## config.mk

```make
export PLATFORM = sky130hd
export DESIGN_NAME = ntt_seq_ctrl
export DESIGN_NICKNAME = d
export VERILOG_FILES = /design/src/rtl/kyber_pkg.sv /design/src/rtl/ntt_addr_gen.sv /design/src/rtl/ntt_seq_ctrl.sv
export SDC_FILE = /design/constraint.sdc
export NUM_CORES = 1
export LEC_CHECK = 0
export CAP_MARGIN = 20
export CORE_MARGIN = 2
export CORE_UTILIZATION = 40
export CTS_BUF_LIST = sky130_fd_sc_hd__clkbuf_4
export DETAILED_ROUTE_END_ITERATION = 16
export SYNTH_ARGS = -nofsm -noshare
export SYNTH_HDL_FRONTEND = slang
export SYNTH_SLANG_ARGS = --single-unit
```

## constraint.sdc

```tcl
create_clock -name clk -period 5.5 [get_ports clk]
set_input_delay 0.55 -clock clk [delete_from_list [all_inputs] [get_ports clk]]
set_output_delay 0.55 -clock clk [all_outputs]
set_load 0.01 [all_outputs]
```

## src/rtl/kyber_pkg.sv

```systemverilog
// ---------------------------------------------------------------------------
// kyber_pkg
// Shared constants and type definitions for the Kyber NTT sequencing logic.
//   - Polynomial geometry (KYBER_N, KYBER_Q, NTT_LAYERS)
//   - Butterfly mode codes driven on bf_mode
//   - State encoding of the ntt_seq_ctrl FSM
// ---------------------------------------------------------------------------
package kyber_pkg;

  localparam int KYBER_N    = 256;
  localparam int KYBER_Q    = 3329;
  localparam int NTT_LAYERS = 7;

  // Inverse-NTT scaling constant applied by the datapath in BF_SCALE mode
  localparam int KYBER_F    = 1441;

  // One butterfly touches two coefficients, so a layer is N/2 butterflies
  localparam int BF_PER_LAYER = KYBER_N / 2;

  // Layer number reported while the optional scale pass is running
  localparam logic [2:0] LAST_LAYER  = 3'(NTT_LAYERS - 1);
  localparam logic [2:0] SCALE_LAYER = 3'd7;

  typedef enum logic [1:0] {
    BF_CT    = 2'd0,
    BF_GS    = 2'd1,
    BF_SCALE = 2'd2,
    BF_RSVD  = 2'd3
  } bf_mode_t;

  typedef enum logic [2:0] {
    ST_IDLE  = 3'd0,
    ST_RUN   = 3'd1,
    ST_DRAIN = 3'd2,
    ST_SCALE = 3'd3,
    ST_DONE  = 3'd4
  } ctrl_state_t;

endpackage

```

## src/rtl/ntt_addr_gen.sv

```systemverilog
// ---------------------------------------------------------------------------
// ntt_addr_gen
// Combinational butterfly address / twiddle generator.
// Ports:
//   inverse  in   0 = forward (CT) ordering, 1 = inverse (GS) ordering
//   scale    in   1 = scale pass, pairs (b, b+128), zeta 0
//   layer    in   forward layer / inverse step 0..6
//   b        in   butterfly counter 0..127 within the layer
//   j        out  lower operand coefficient index
//   j_len    out  upper operand coefficient index (j + len)
//   zeta     out  twiddle ROM index
// ---------------------------------------------------------------------------
module ntt_addr_gen
  import kyber_pkg::*;
(
  input  logic       inverse,
  input  logic       scale,
  input  logic [2:0] layer,
  input  logic [6:0] b,
  output logic [7:0] j,
  output logic [7:0] j_len,
  output logic [6:0] zeta
);

  logic [7:0] len;
  logic [3:0] sh_g;
  logic [3:0] sh_j;
  logic [6:0] g;

  // Butterfly b belongs to group g; groups are 2*len coefficients wide and
  // b's low bits give the offset inside the group.  Forward halves len each
  // layer, inverse doubles it.  (128>>m)-1 is written as 127>>m so the
  // inverse twiddle base fits in the 7-bit index.
  always_comb begin
    len  = inverse ? (8'd2 << layer) : (8'd128 >> layer);
    sh_g = inverse ? ({1'b0, layer} + 4'd1) : (4'd7 - {1'b0, layer});
    sh_j = inverse ? ({1'b0, layer} + 4'd2) : (4'd8 - {1'b0, layer});
    g    = b >> sh_g;
    j    = ({1'b0, g} << sh_j) | ({1'b0, b} & (len - 8'd1));
    j_len = j + len;
    zeta = inverse ? ((7'h7F >> layer) - g) : ((7'd1 << layer) + g);
    if (scale) begin
      j     = {1'b0, b};
      j_len = {1'b1, b};
      zeta  = '0;
    end
  end

endmodule

```

## src/rtl/ntt_seq_ctrl.sv

```systemverilog
// ---------------------------------------------------------------------------
// ntt_seq_ctrl
// Sequencer for the Kyber NTT/INTT butterfly datapath.  Walks the 7 layers
// of a 256-coefficient polynomial, one butterfly per cycle, issuing the read
// pair, twiddle index and mode, then the write pair BF_LAT cycles later.
// Optional macro NTT_CTRL_SCALE_EN: inverse transforms append a scale pass
// (bf_mode = BF_SCALE, layer = 7).
// Ports:
//   clk, rst               clock, synchronous active-high reset
//   start, inverse,
//   poly_sel               transform request (sampled only in IDLE)
//   busy, finish           status; finish is a one-cycle pulse
//   rd_en, rd_addr_a/b,
//   zeta_idx, bf_mode      read side of one butterfly
//   wr_en, wr_addr_a/b     write side, read side delayed BF_LAT cycles
//   layer                  current layer 0..6, 7 during the scale pass
// ---------------------------------------------------------------------------
module ntt_seq_ctrl
  import kyber_pkg::*;
#(
  parameter int BF_LAT = 4,
  parameter int POLY_W = 3
) (
  input  logic              clk,
  input  logic              rst,
  input  logic              start,
  input  logic              inverse,
  input  logic [POLY_W-1:0] poly_sel,
  output logic              busy,
  output logic              finish,
  output logic              rd_en,
  output logic [POLY_W+7:0] rd_addr_a,
  output logic [POLY_W+7:0] rd_addr_b,
  output logic [6:0]        zeta_idx,
  output logic [1:0]        bf_mode,
  output logic              wr_en,
  output logic [POLY_W+7:0] wr_addr_a,
  output logic [POLY_W+7:0] wr_addr_b,
  output logic [2:0]        layer
);

  localparam int AW = POLY_W + 8;
  localparam int DW = (BF_LAT > 1) ? $clog2(BF_LAT) : 1;

  ctrl_state_t       state_q;
  ctrl_state_t       state_d;
  logic [6:0]        b_q;
  logic [DW-1:0]     drain_q;
  logic [2:0]        layer_q;
  logic              inverse_q;
  logic [POLY_W-1:0] poly_q;

  logic              rd_en_c;
  logic              busy_c;
  logic              finish_c;
  bf_mode_t          mode_c;
  logic              last_bf;
  logic              drain_done;

  logic [7:0]        j;
  logic [7:0]        j_len;
  logic [6:0]        zeta;

  logic [BF_LAT-1:0] dl_en;
  logic [AW-1:0]     dl_a [BF_LAT];
  logic [AW-1:0]     dl_b [BF_LAT];

  assign last_bf    = (b_q == 7'(BF_PER_LAYER - 1));
  assign drain_done = (drain_q == DW'(BF_LAT - 1));

  ntt_addr_gen u_addr_gen (
    .inverse (inverse_q),
    .scale   (state_q == ST_SCALE),
    .layer   (layer_q),
    .b       (b_q),
    .j       (j),
    .j_len   (j_len),
    .zeta    (zeta)
  );

  // State register
  always_ff @(posedge clk) begin
    if (rst) begin
      state_q <= ST_IDLE;
    end else begin
      state_q <= state_d;
    end
  end

  // Next-state and per-state outputs.  DRAIN waits until the last write of
  // the layer has left the delay line before the next layer may read, which
  // keeps reads of layer N+1 clear of writes from layer N.
  always_comb begin
    state_d  = state_q;
    rd_en_c  = 1'b0;
    busy_c   = 1'b1;
    finish_c = 1'b0;
    mode_c   = BF_CT;
    case (state_q)
      ST_IDLE: begin
        busy_c = 1'b0;
        if (start) begin
          state_d = ST_RUN;
        end
      end
      ST_RUN: begin
        rd_en_c = 1'b1;
        mode_c  = inverse_q ? BF_GS : BF_CT;
        if (last_bf) begin
          state_d = ST_DRAIN;
        end
      end
      ST_SCALE: begin
        rd_en_c = 1'b1;
        mode_c  = BF_SCALE;
        if (last_bf) begin
          state_d = ST_DRAIN;
        end
      end
      ST_DRAIN: begin
        if (drain_done) begin
          if (layer_q == SCALE_LAYER) begin
            state_d = ST_DONE;
          end else if (layer_q == LAST_LAYER) begin
`ifdef NTT_CTRL_SCALE_EN
            state_d = inverse_q ? ST_SCALE : ST_DONE;
`else
            state_d = ST_DONE;
`endif
          end else begin
            state_d = ST_RUN;
          end
        end
      end
      ST_DONE: begin
        finish_c = 1'b1;
        state_d  = ST_IDLE;
      end
      default: begin
        busy_c  = 1'b0;
        state_d = ST_IDLE;
      end
    endcase
  end

  // Transform context and counters.  The request is captured only in IDLE,
  // so start/inverse/poly_sel changes during a transform have no effect.
  // The layer advances on the DRAIN exit, jumping to 7 for the scale pass.
  always_ff @(posedge clk) begin
    if (rst) begin
      b_q       <= '0;
      drain_q   <= '0;
      layer_q   <= '0;
      inverse_q <= 1'b0;
      poly_q    <= '0;
    end else begin
      case (state_q)
        ST_IDLE: begin
          if (start) begin
            inverse_q <= inverse;
            poly_q    <= poly_sel;
            layer_q   <= '0;
            b_q       <= '0;
            drain_q   <= '0;
          end
        end
        ST_RUN, ST_SCALE: begin
          b_q     <= b_q + 7'd1;
          drain_q <= '0;
        end
        ST_DRAIN: begin
          drain_q <= drain_q + DW'(1);
          if (state_d == ST_RUN) begin
            layer_q <= layer_q + 3'd1;
          end else if (state_d == ST_SCALE) begin
            layer_q <= SCALE_LAYER;
          end
        end
        default: begin
        end
      endcase
    end
  end

  // Write-side delay line: the gated read pair shifted BF_LAT stages, so the
  // write timing is fixed by construction and reset drops pending writes.
  always_ff @(posedge clk) begin
    if (rst) begin
      dl_en <= '0;
      for (int i = 0; i < BF_LAT; i++) begin
        dl_a[i] <= '0;
        dl_b[i] <= '0;
      end
    end else begin
      dl_en[0] <= rd_en_c;
      dl_a[0]  <= rd_addr_a;
      dl_b[0]  <= rd_addr_b;
      for (int i = 1; i < BF_LAT; i++) begin
        dl_en[i] <= dl_en[i-1];
        dl_a[i]  <= dl_a[i-1];
        dl_b[i]  <= dl_b[i-1];
      end
    end
  end

  // Read-side outputs are forced to zero outside read cycles
  assign rd_en     = rd_en_c;
  assign rd_addr_a = rd_en_c ? {poly_q, j}     : '0;
  assign rd_addr_b = rd_en_c ? {poly_q, j_len} : '0;
  assign zeta_idx  = rd_en_c ? zeta : '0;
  assign bf_mode   = rd_en_c ? 2'(mode_c) : 2'(BF_CT);
  assign busy      = busy_c;
  assign finish    = finish_c;
  assign layer     = layer_q;
  assign wr_en     = dl_en[BF_LAT-1];
  assign wr_addr_a = dl_a[BF_LAT-1];
  assign wr_addr_b = dl_b[BF_LAT-1];

endmodule
```

==> flow_summary.json <==
{
  "drt_pass1_iterations": 5,
  "ys_seq_area_share_pct": 36.1,
  "remaining_drc_errors": 0,
  "setup_viol": 0,
  "slowest_stage": "clkdlybuf4s50_1",
  "hold_class": "in2reg",
  "arrival_ns": 4.66,
  "cts_tree": "yes",
  "diodes": 0,
  "fin_setup_tns_ns": 0,
  "track_usage_pct": 20.4,
  "avgRoutedWirePerCell_um": 16.7,
  "ys_ff_latch": 99,
  "fin_skew_ns": 0.00881,
  "finalCritPeriodShare_pct": 94.7,
  "cap_violations": 0,
  "synth_top_area_cell": "dfxtp_1",
  "whs_ns": 0.443,
  "grt_pass1_vias": 4278,
  "synthCells": 640,
  "drv_slew": 0,
  "yosys.cell_types.count": 74,
  "synth_fp_nets": 686,
  "required_ns": 4.95,
  "synthTopCellsByArea": "dfxtp_1 (36%), ha_1 (8.2%), nor2b_1 (8.0%)",
  "synth_ff_type": "dfxtp_1",
  "layout.nets": 739,
  "critPathBufInv": 5,
  "grt_max_degree": 72,
  "holdBufCountCts": 0,
  "area_delta_synth_final_pct": 18.9,
  "tightest_slew_ns": 0.977,
  "period_minus_slack_ns": 5.21,
  "ir_drop_mv": 0.125,
  "synth_top_area_share_pct": 36.1,
  "syn_area_um2": 5480,
  "clockBufferDepth": 2,
  "final_hold_viol_count": 0,
  "viasPerCell": 5.15,
  "placement_rows": 42,
  "path_clk_slew_ns": 0.16,
  "ios": 67,
  "cp-end-kind": "output port",
  "ant_nets": 0,
  "synthArstFlopShare_pct": 0,
  "grt_pass1_wl_um": 23100,
  "dp.final_hpwl_um": 11300,
  "p_leak_uw": 0.00264,
  "die-width_um": 121,
  "powerDensity_nw_per_um2": 196,
  "grt-ovfl-total": 0,
  "h-tree-depth": 3,
  "worstSetupPathType": "reg2out",
  "yosysWarnings": 0,
  "io_buffers": 66,
  "rsz0062_at_grt": "false",
  "gp_congestion": 0.939,
  "layout-drive-gt1-share_pct": 10.5,
  "max_stage_delay_ns": 0.51,
  "finalWirelength_um": 14600,
  "status": "complete, no violations",
  "path_cells": "ha_1 -> ha_2 -> mux2i_4 -> buf_4 -> mux2i_1 -> mux2i_1 -> buf_4 -> nor3_4 -> inv_1 -> o21ai_1 -> ha_2 -> inv_1 -> fa_1 -> nor2b_1 -> o21ai_0 -> nand2b_1 -> xnor2_1 -> nor2_1 -> a21oi_2 -> nor2_2 -> clkdlybuf4s50_1",
  "initialDrtViolationCount": 368,
  "max_freq_ghz": 0.192,
  "clk_latency_ns": 0.45,
  "cts_sinks": 99,
  "slew_headroom_pct": 34.7,
  "dieArea_um2": 14700,
  "critPathLaunchType": "flop",
  "crit_fanout": 7,
  "floorplan.initialDensity_pct": 41.2,
  "n_fill_cell": 1289,
  "path_delay_family": "adder cells",
  "core_area_um2": 13300,
  "antenna_found_initial": 0,
  "synth-edff-count": 0,
  "postSynthAreaPerCell_um2": 8.57,
  "cts-root-buf": "clkbuf_4",
  "cts_inserted_buffers": 9,
  "die-height_um": 121,
  "vias": 4501
}
-- state kept, by name (all words and copies together) (netlist names) --
register,count
dl_en,4
drain_q,2
poly_q,3
b_q,7
dl_b,34
dl_a,42
inverse_q,1
state_q,3
layer,3
-- stage by stage --
| step | util (%) | power, uW | instance area, um^2 | setup WS [ns] | cells |
|---|---|---|---|---|---|
| after floorplan | - | 834 | 5480 | 0.892 | 640 |
| after global placement | 47.2 | 876 | 6270 | 0.441 | 854 |
| after detailed placement | 47.2 | 876 | 6270 | 0.383 | 854 |
| after CTS | 48.6 | 1290 | 6460 | 0.0329 | 871 |
| after global routing | 49.0 | 1330 | 6520 | 0.000301 | 874 |
| final | 49.0 | 1280 | 6520 | 0.293 | 874 |
-- cell families after synthesis --
family,synth area share (%)
and+or+nand+nor,24.6
xor gates and xnor gates,3.99
AOI/OAI and AO/OA,15.3
adders and majority gates,9.31
muxes,4.70
DFF,36.1
buffers and inverters,6.00
-- what timing repair did --
| item | CTS | global route |
|---|---|---|
| pin swaps | 0 | 1 |
| buffers inserted | 1 | 3 |
| resized for setup | 6 | 15 |
| endpoints found under the setup margin | 4 | 5 |
-- layout by cell type, fill, tap and decap left out, types with 19 or more instances in the layout --
cell type / synthesis / final
a21oi_1: 32 / 30
nor2_1: 61 / 60
inv_1: 30 / 30
nor3_1: 26 / 25
mux2i_1: 19 / 19
clkdlybuf4s50_1: 0 / 62
nand2_1: 36 / 36
ha_1: 36 / 33
nor2b_1: 70 / 70
dfxtp_1: 99 / 97
buf_4: 7 / 20
-- Yosys cell counts, types with 6 or more instances --
cell      number
a21o_1        10
nor2b_1       70
a21oi_1       32
inv_1         30
xor2_1        10
and2_1        13
nand2_1       36
xnor2_1       15
nand3_1       10
dfxtp_1       99
or3_1          7
ha_1          36
o21ai_1        6
o21a_1         7
nor2_1        61
buf_2          8
nor3_1        26
buf_4          7
mux2i_1       19
clkbuf_1      25
and3_1         7
nand2b_1      10
o21ai_0       20
-- worst reg2reg max path: stages (launching register included) --
cell	delay, ns
dfxtp_4	0.40
ha_1	0.22
ha_2	0.31
mux2i_4	0.26
buf_4	0.17
mux2i_1	0.06
mux2i_1	0.20
buf_4	0.18
nor4_1	0.05
nor4_1	0.60
nand2_1	0.14
ha_1	0.35
o21ai_0	0.09
o21bai_1	0.18
xor2_1	0.25
a211oi_2	0.09
nor3_1	0.29
-- where the power goes --
part / internal [uW] / switching, uW / total [uW]
registers: 724 / 4.92 / 729
logic: 51.6 / 84.1 / 136
clock network: 150 / 261 / 411
-- area by class of cell --
class	count	area, um^2	share of cell area [%]
repair buffers	86	813	12.5
inverters	32	120	1.84
clock buffers	9	67.6	1.04
flip-flops and latches	99	1990	30.5
well taps	176	220	3.38
clock inverters	7	96.3	1.48
multi-input cells	465	3220	49.3
-- routing by layer --
metal	wire length, um	vias up	GRT usage (%)	share of wire (%)
met5	0	-	0	0
li1	-	2272	-	-
met2	6960	88	33.6	48
met3	499	14	3.62	3.4
met1	6870	2127	27.3	47
met4	228	0	5.89	1.6
-- path summary, 6_finish.rpt --
check,from,end,slack (ns),cells past startpoint
worst max-delay path,layer[0],rd_addr_b[4],0.29,21
worst min-delay path,rst,inverse_q,0.44,2
worst max register to register,layer[0],dl_b[0][7],1.56,16
worst min register to register,dl_b[0][1],dl_b[1][1],0.45,1
(Power assumes the default switching activity.)
==> RTL change 1: new RTL, config.mk and constraints unchanged <==
The 5 states of `ctrl_state_t` get a one-hot encoding in 5 bits.
--- a/src/rtl/kyber_pkg.sv
+++ b/src/rtl/kyber_pkg.sv
@@ -28,12 +28,12 @@
     BF_RSVD  = 2'd3
   } bf_mode_t;
 
-  typedef enum logic [2:0] {
-    ST_IDLE  = 3'd0,
-    ST_RUN   = 3'd1,
-    ST_DRAIN = 3'd2,
-    ST_SCALE = 3'd3,
-    ST_DONE  = 3'd4
+  typedef enum logic [4:0] {
+    ST_IDLE  = 5'b00001,
+    ST_RUN   = 5'b00010,
+    ST_DRAIN = 5'b00100,
+    ST_SCALE = 5'b01000,
+    ST_DONE  = 5'b10000
   } ctrl_state_t;
 
 endpackage
Function: same outputs for any inputs over 10 cycles, from zero or initial values and one cycle with rst high; not proved beyond that.
==> RTL change 1 against the unedited design <==
Synthesized area decreased by 4.3%; core utilization increased by 0.41 points; global-route usage decreased by 2.8 points; clock power increased by 8.8%; sequential cell count increased by 2; worst setup slack improved by 84 ps; register-to-register slack got worse by 60 ps; wire length decreased by 16%; first-iteration DRC count decreased by 26%; final cell count decreased by 5.5%; cell area decreased by 3.5%; die area decreased by 4.2%; power increased by 0.51%; critical endpoint unchanged; largest cell class unchanged.
==> RTL change 1: results (changes against the unedited design) <==
placement:
  place_ws_ps: 417  # was 383 ps
  gpl.final_weighted_congestion: 0.863  # was 0.939
  dpl-instance-area_mm2: 0.00603  # was 0.00627 mm²
power:
  ir_worst_vdd_mv: 0.126  # was 0.125 mV
  leakage_nw: 2.59  # was 2.64 nW
  netSwitchingFraction_pct: 24.8  # was 27.4%
timing:
  clock_skew_ps: 10.7  # was 8.81 ps
  hold_ws_ps: 444  # was 443 ps
  slew_headroom_pct: 36.5  # was 34.7%
status:
  outcome: "completed"  # unchanged
detailed_routing:
  drtIter0Drc: 271  # was 368
  wirelength_um: 12200  # was 14,600 µm
  num_vias: 4151  # was 4,501
  drtPass1Iterations: 4  # was 5
setup_path:
  r2r_slack_ps: 1500  # was 1560 ps
global_routing:
  grt_util_met3_pct: 3.57  # was 3.62%
  met1_usage_pct: 23.4  # was 27.3%
  gr-usage-met2_pct: 28.1  # was 33.6%
  first_global_vias: 3959  # was 4,278
  grt_usage_pct: 17.6  # was 20.4%
  grt_pass1_wl_um: 19700  # was 23,100 µm
finish:
  drive_gt1_share_pct: 9.48  # was 10.5%
  nNetsFinal: 695  # was 739
  instances_no_fill: 826  # was 874
yosys:
  ys_seq_area_share_pct: 38.5  # was 36.1%
  synthTopCellsByCount: "101 x dfxtp_1, 79 x nor2b_1, 54 x nor2_1"  # was 99 x dfxtp_1, 70 x nor2b_1, 61 x nor2_1
  syn_area_per_cell_um2: 8.86  # was 8.57 µm²
  yosys-top-cells-area: "dfxtp_1 39%, nor2b_1 9.4%, ha_1 8.6%, nor2_1 3.9%, xnor2_1 3.0%"  # was dfxtp_1 36%, ha_1 8.2%, nor2b_1 8.0%, nor2_1 4.2%, mux2i_1 3.5%
min_path:
  hold_path_class: "register to register"  # was input pin to register
==> RTL change 1: power groups by stage <==
| stage | Clock [mW] | Sequential, mW | Combinational, mW |
|---|---|---|---|
| after floorplan | 0 | 0.754 | 0.0726 |
| after global routing | 0.492 | 0.740 | 0.106 |
| after detailed placement | 0 | 0.756 | 0.0937 |
| after global placement | 0 | 0.756 | 0.0933 |
| after CTS | 0.464 | 0.740 | 0.0955 |
| final | 0.447 | 0.739 | 0.0962 |
==> RTL change 1: routing by layer <==
layer,share of wire [%],wire (µm)
met3,5.1,618
met2,46,5550
met5,0,0
met1,48,5840
met4,1.5,179
==> RTL change 1: layout make-up <==
| class | instances | area [µm²] |
|---|---|---|
| sequential | 101 | 2030 |
| tap | 172 | 215 |
| fill | 1249 | 6430 |
| inverter | 26 | 101 |
| clock inverter | 7 | 104 |
| multi-input combinational | 428 | 2980 |
| clock buffer | 9 | 67.6 |
| timing repair buffer | 83 | 793 |
==> RTL change 1: what timing repair did <==
action | CTS | global route
buffers inserted | 3 | 2
gates resized for setup | 5 | 15
setup endpoints to repair | 3 | 5
pin swaps | 0 | 2
==> RTL change 1: logic make-up (layout without fill, tap and decap cells) <==
family | Yosys count | in the layout | synth area share, %
and+or+nand+nor | 239 | 239 | 24.7
AOI/OAI and AO/OA | 102 | 102 | 12.6
DFF | 101 | 101 | 38.5
buffers and inverters | 63 | 125 | 5.27
adders and majority gates | 39 | 39 | 9.73
xor gates and xnor gates | 29 | 29 | 4.99
muxes | 19 | 19 | 4.20
==> RTL change 1: worst max-delay path, stage by stage (launching register included) <==
cell and delay, ps:
dfxtp_4 390, buf_4 160, ha_1 200, ha_1 340
mux2i_4 120, buf_4 170, or4_1 490, o21ai_1 150
nand2b_1 160, nand3_1 80, o21ai_1 130, inv_1 100
fa_1 450, nor2b_1 120, o21ai_0 70, nand2b_1 110
xnor2_1 70, o22ai_1 200, clkdlybuf4s50_1 600
==> RTL change 1: path summary, 6_finish.rpt <==
path	startpoint	end	depth (start not counted)
worst min register to register	dl_a[2][10]	dl_a[3][10]	1
worst max-delay path	layer[1]	rd_addr_b[4]	18
worst min-delay path	dl_a[2][10]	dl_a[3][10]	1
worst max register to register	layer[1]	dl_b[0][6]	20
==> RTL change 2: new RTL, config.mk and constraints unchanged <==
Without the edit above. Add a define of `NTT_CTRL_SCALE_EN`.
--- a/src/rtl/ntt_seq_ctrl.sv
+++ b/src/rtl/ntt_seq_ctrl.sv
@@ -15,6 +15,8 @@
 //   wr_en, wr_addr_a/b     write side, read side delayed BF_LAT cycles
 //   layer                  current layer 0..6, 7 during the scale pass
 // ---------------------------------------------------------------------------
+`define NTT_CTRL_SCALE_EN
+
 module ntt_seq_ctrl
   import kyber_pkg::*;
 #(
Formal check against the unedited RTL: no difference found for any inputs over 10 cycles, from zero or initial values and one cycle with rst high; that may be too few to reach the edited logic, so the function may still have changed.
==> RTL change 2 against the unedited design <==
Cell area fell by 0.44%; maximum frequency rose by 0.72%; sequential share of layout area rose by 0.077 points; sequential cell count did not move; sequential power barely moved; synthesized area fell by 0.80%; via count rose by 2.2%; wire length rose by 0.65%; power fell by 1.4%; worst setup slack improved by 37 ps; critical endpoint is now rd_addr_b[6]; largest cell class unchanged.
==> RTL change 2: results (changes against the unedited design) <==
finish:
  num-multi-input-gates: 466  # was 465
  multi_input_area_mm2: 0.00319  # was 0.00322 mm²
  instances_no_fill: 879  # was 874
  sh_seq_area_pct: 30.5  # about the same
  inv_count: 37  # was 32
  fillCellCount: 1316  # was 1,289
yosys:
  synth_fp_nets: 689  # was 686
  synthTopCellsByCount: "99 x dfxtp_1, 72 x nor2b_1, 56 x nor2_1"  # was 99 x dfxtp_1, 70 x nor2b_1, 61 x nor2_1
  yosys-top-cells-area: "dfxtp_1 36%, ha_1 8.3%, nor2b_1 8.3%, nor2_1 3.9%, a21oi_1 3.4%"  # was dfxtp_1 36%, ha_1 8.2%, nor2b_1 8.0%, nor2_1 4.2%, mux2i_1 3.5%
  synth_compound_area_share_pct: 15.9  # was 15.3%
  synthMuxAreaShare_pct: 3.08  # was 4.70%
  synth_cell_type_count: 66  # was 74
  ys_seq_area_share_pct: 36.4  # was 36.1%
  synth_fa_ha_area_share_pct: 9.39  # was 9.31%
die:
  fp.coreArea_mm2: 0.0132  # was 0.0133 mm²
setup_path:
  r2r-end: "dl_b[0][6]"  # was dl_b[0][7]
  ff2ff_path_depth: 18  # was 16
  max_stage_delay_ps: 440  # was 510 ps
  cp_data_arrival_time_ps: 4620  # was 4660 ps
  crit_slowest_cell: "or3_1"  # was clkdlybuf4s50_1
  startpoint: "layer[1]"  # was layer[0]
  r2r_slack_ps: 1430  # was 1560 ps
placement:
  place_ws_ps: 312  # was 383 ps
  dpl-instance-area_mm2: 0.00624  # was 0.00627 mm²
  dp.cells: 862  # was 854
  gpl.final_weighted_congestion: 0.925  # was 0.939
timing:
  clock.fmax_mhz: 193  # was 192 MHz
power:
  leakage_nw: 2.61  # was 2.64 nW
  totalPowerFinal_mw: 1.26  # was 1.28 mW
  ir_worst_vdd_mv: 0.0993  # was 0.125 mV
  internal_power_uw: 890  # was 926 µW
  clockPowerShare_pct: 31.7  # was 32.2%
clock_network:
  clock_latency_ps: 480  # was 450 ps
  cts.repair.resized: 10  # was 6
detailed_routing:
  drtPass1Iterations: 4  # was 5
  drtIter0Drc: 256  # was 368
  wl_met1_um: 6650  # was 6870 µm
global_routing:
  gr-usage-met2_pct: 34.5  # was 33.6%
  met1_usage_pct: 26.1  # was 27.3%
status:
  outcome: "completed"  # unchanged
## RTL change 2: changes by cell type in the layout (fill, tap and decap cells not counted), moves of 6 or more
cell | unedited run | this run
mux2i_1 | 19 | 9
a21o_1 | 10 | 4
o21ai_0 | 17 | 26
a21boi_0 | 0 | 6
xnor2_1 | 15 | 9
## RTL change 2: worst min path at each step
stage / start / endpoint / slack (ps) / cells past startpoint
after CTS: dl_b[2][0] / dl_b[3][0] / 440 / 1
after global placement: dl_b[2][0] / dl_b[3][0] / 420 / 1
after floorplan: dl_a[0][0] / dl_a[1][0] / 410 / 1
after detailed placement: dl_a[0][1] / dl_a[1][1] / 420 / 1
after global routing: dl_b[2][0] / dl_b[3][0] / 440 / 1
final: dl_b[2][0] / dl_b[3][0] / 440 / 1
## RTL change 2: logic make-up after synthesis
logic type               after synthesis
AO/OA/AOI/OAI                        132
XOR/XNOR                              17
adder cells (fa/ha/maj)               39
buffers and inverters                 78
flip-flops                            99
multiplexers                          16
AND/OR/NAND/NOR                      262
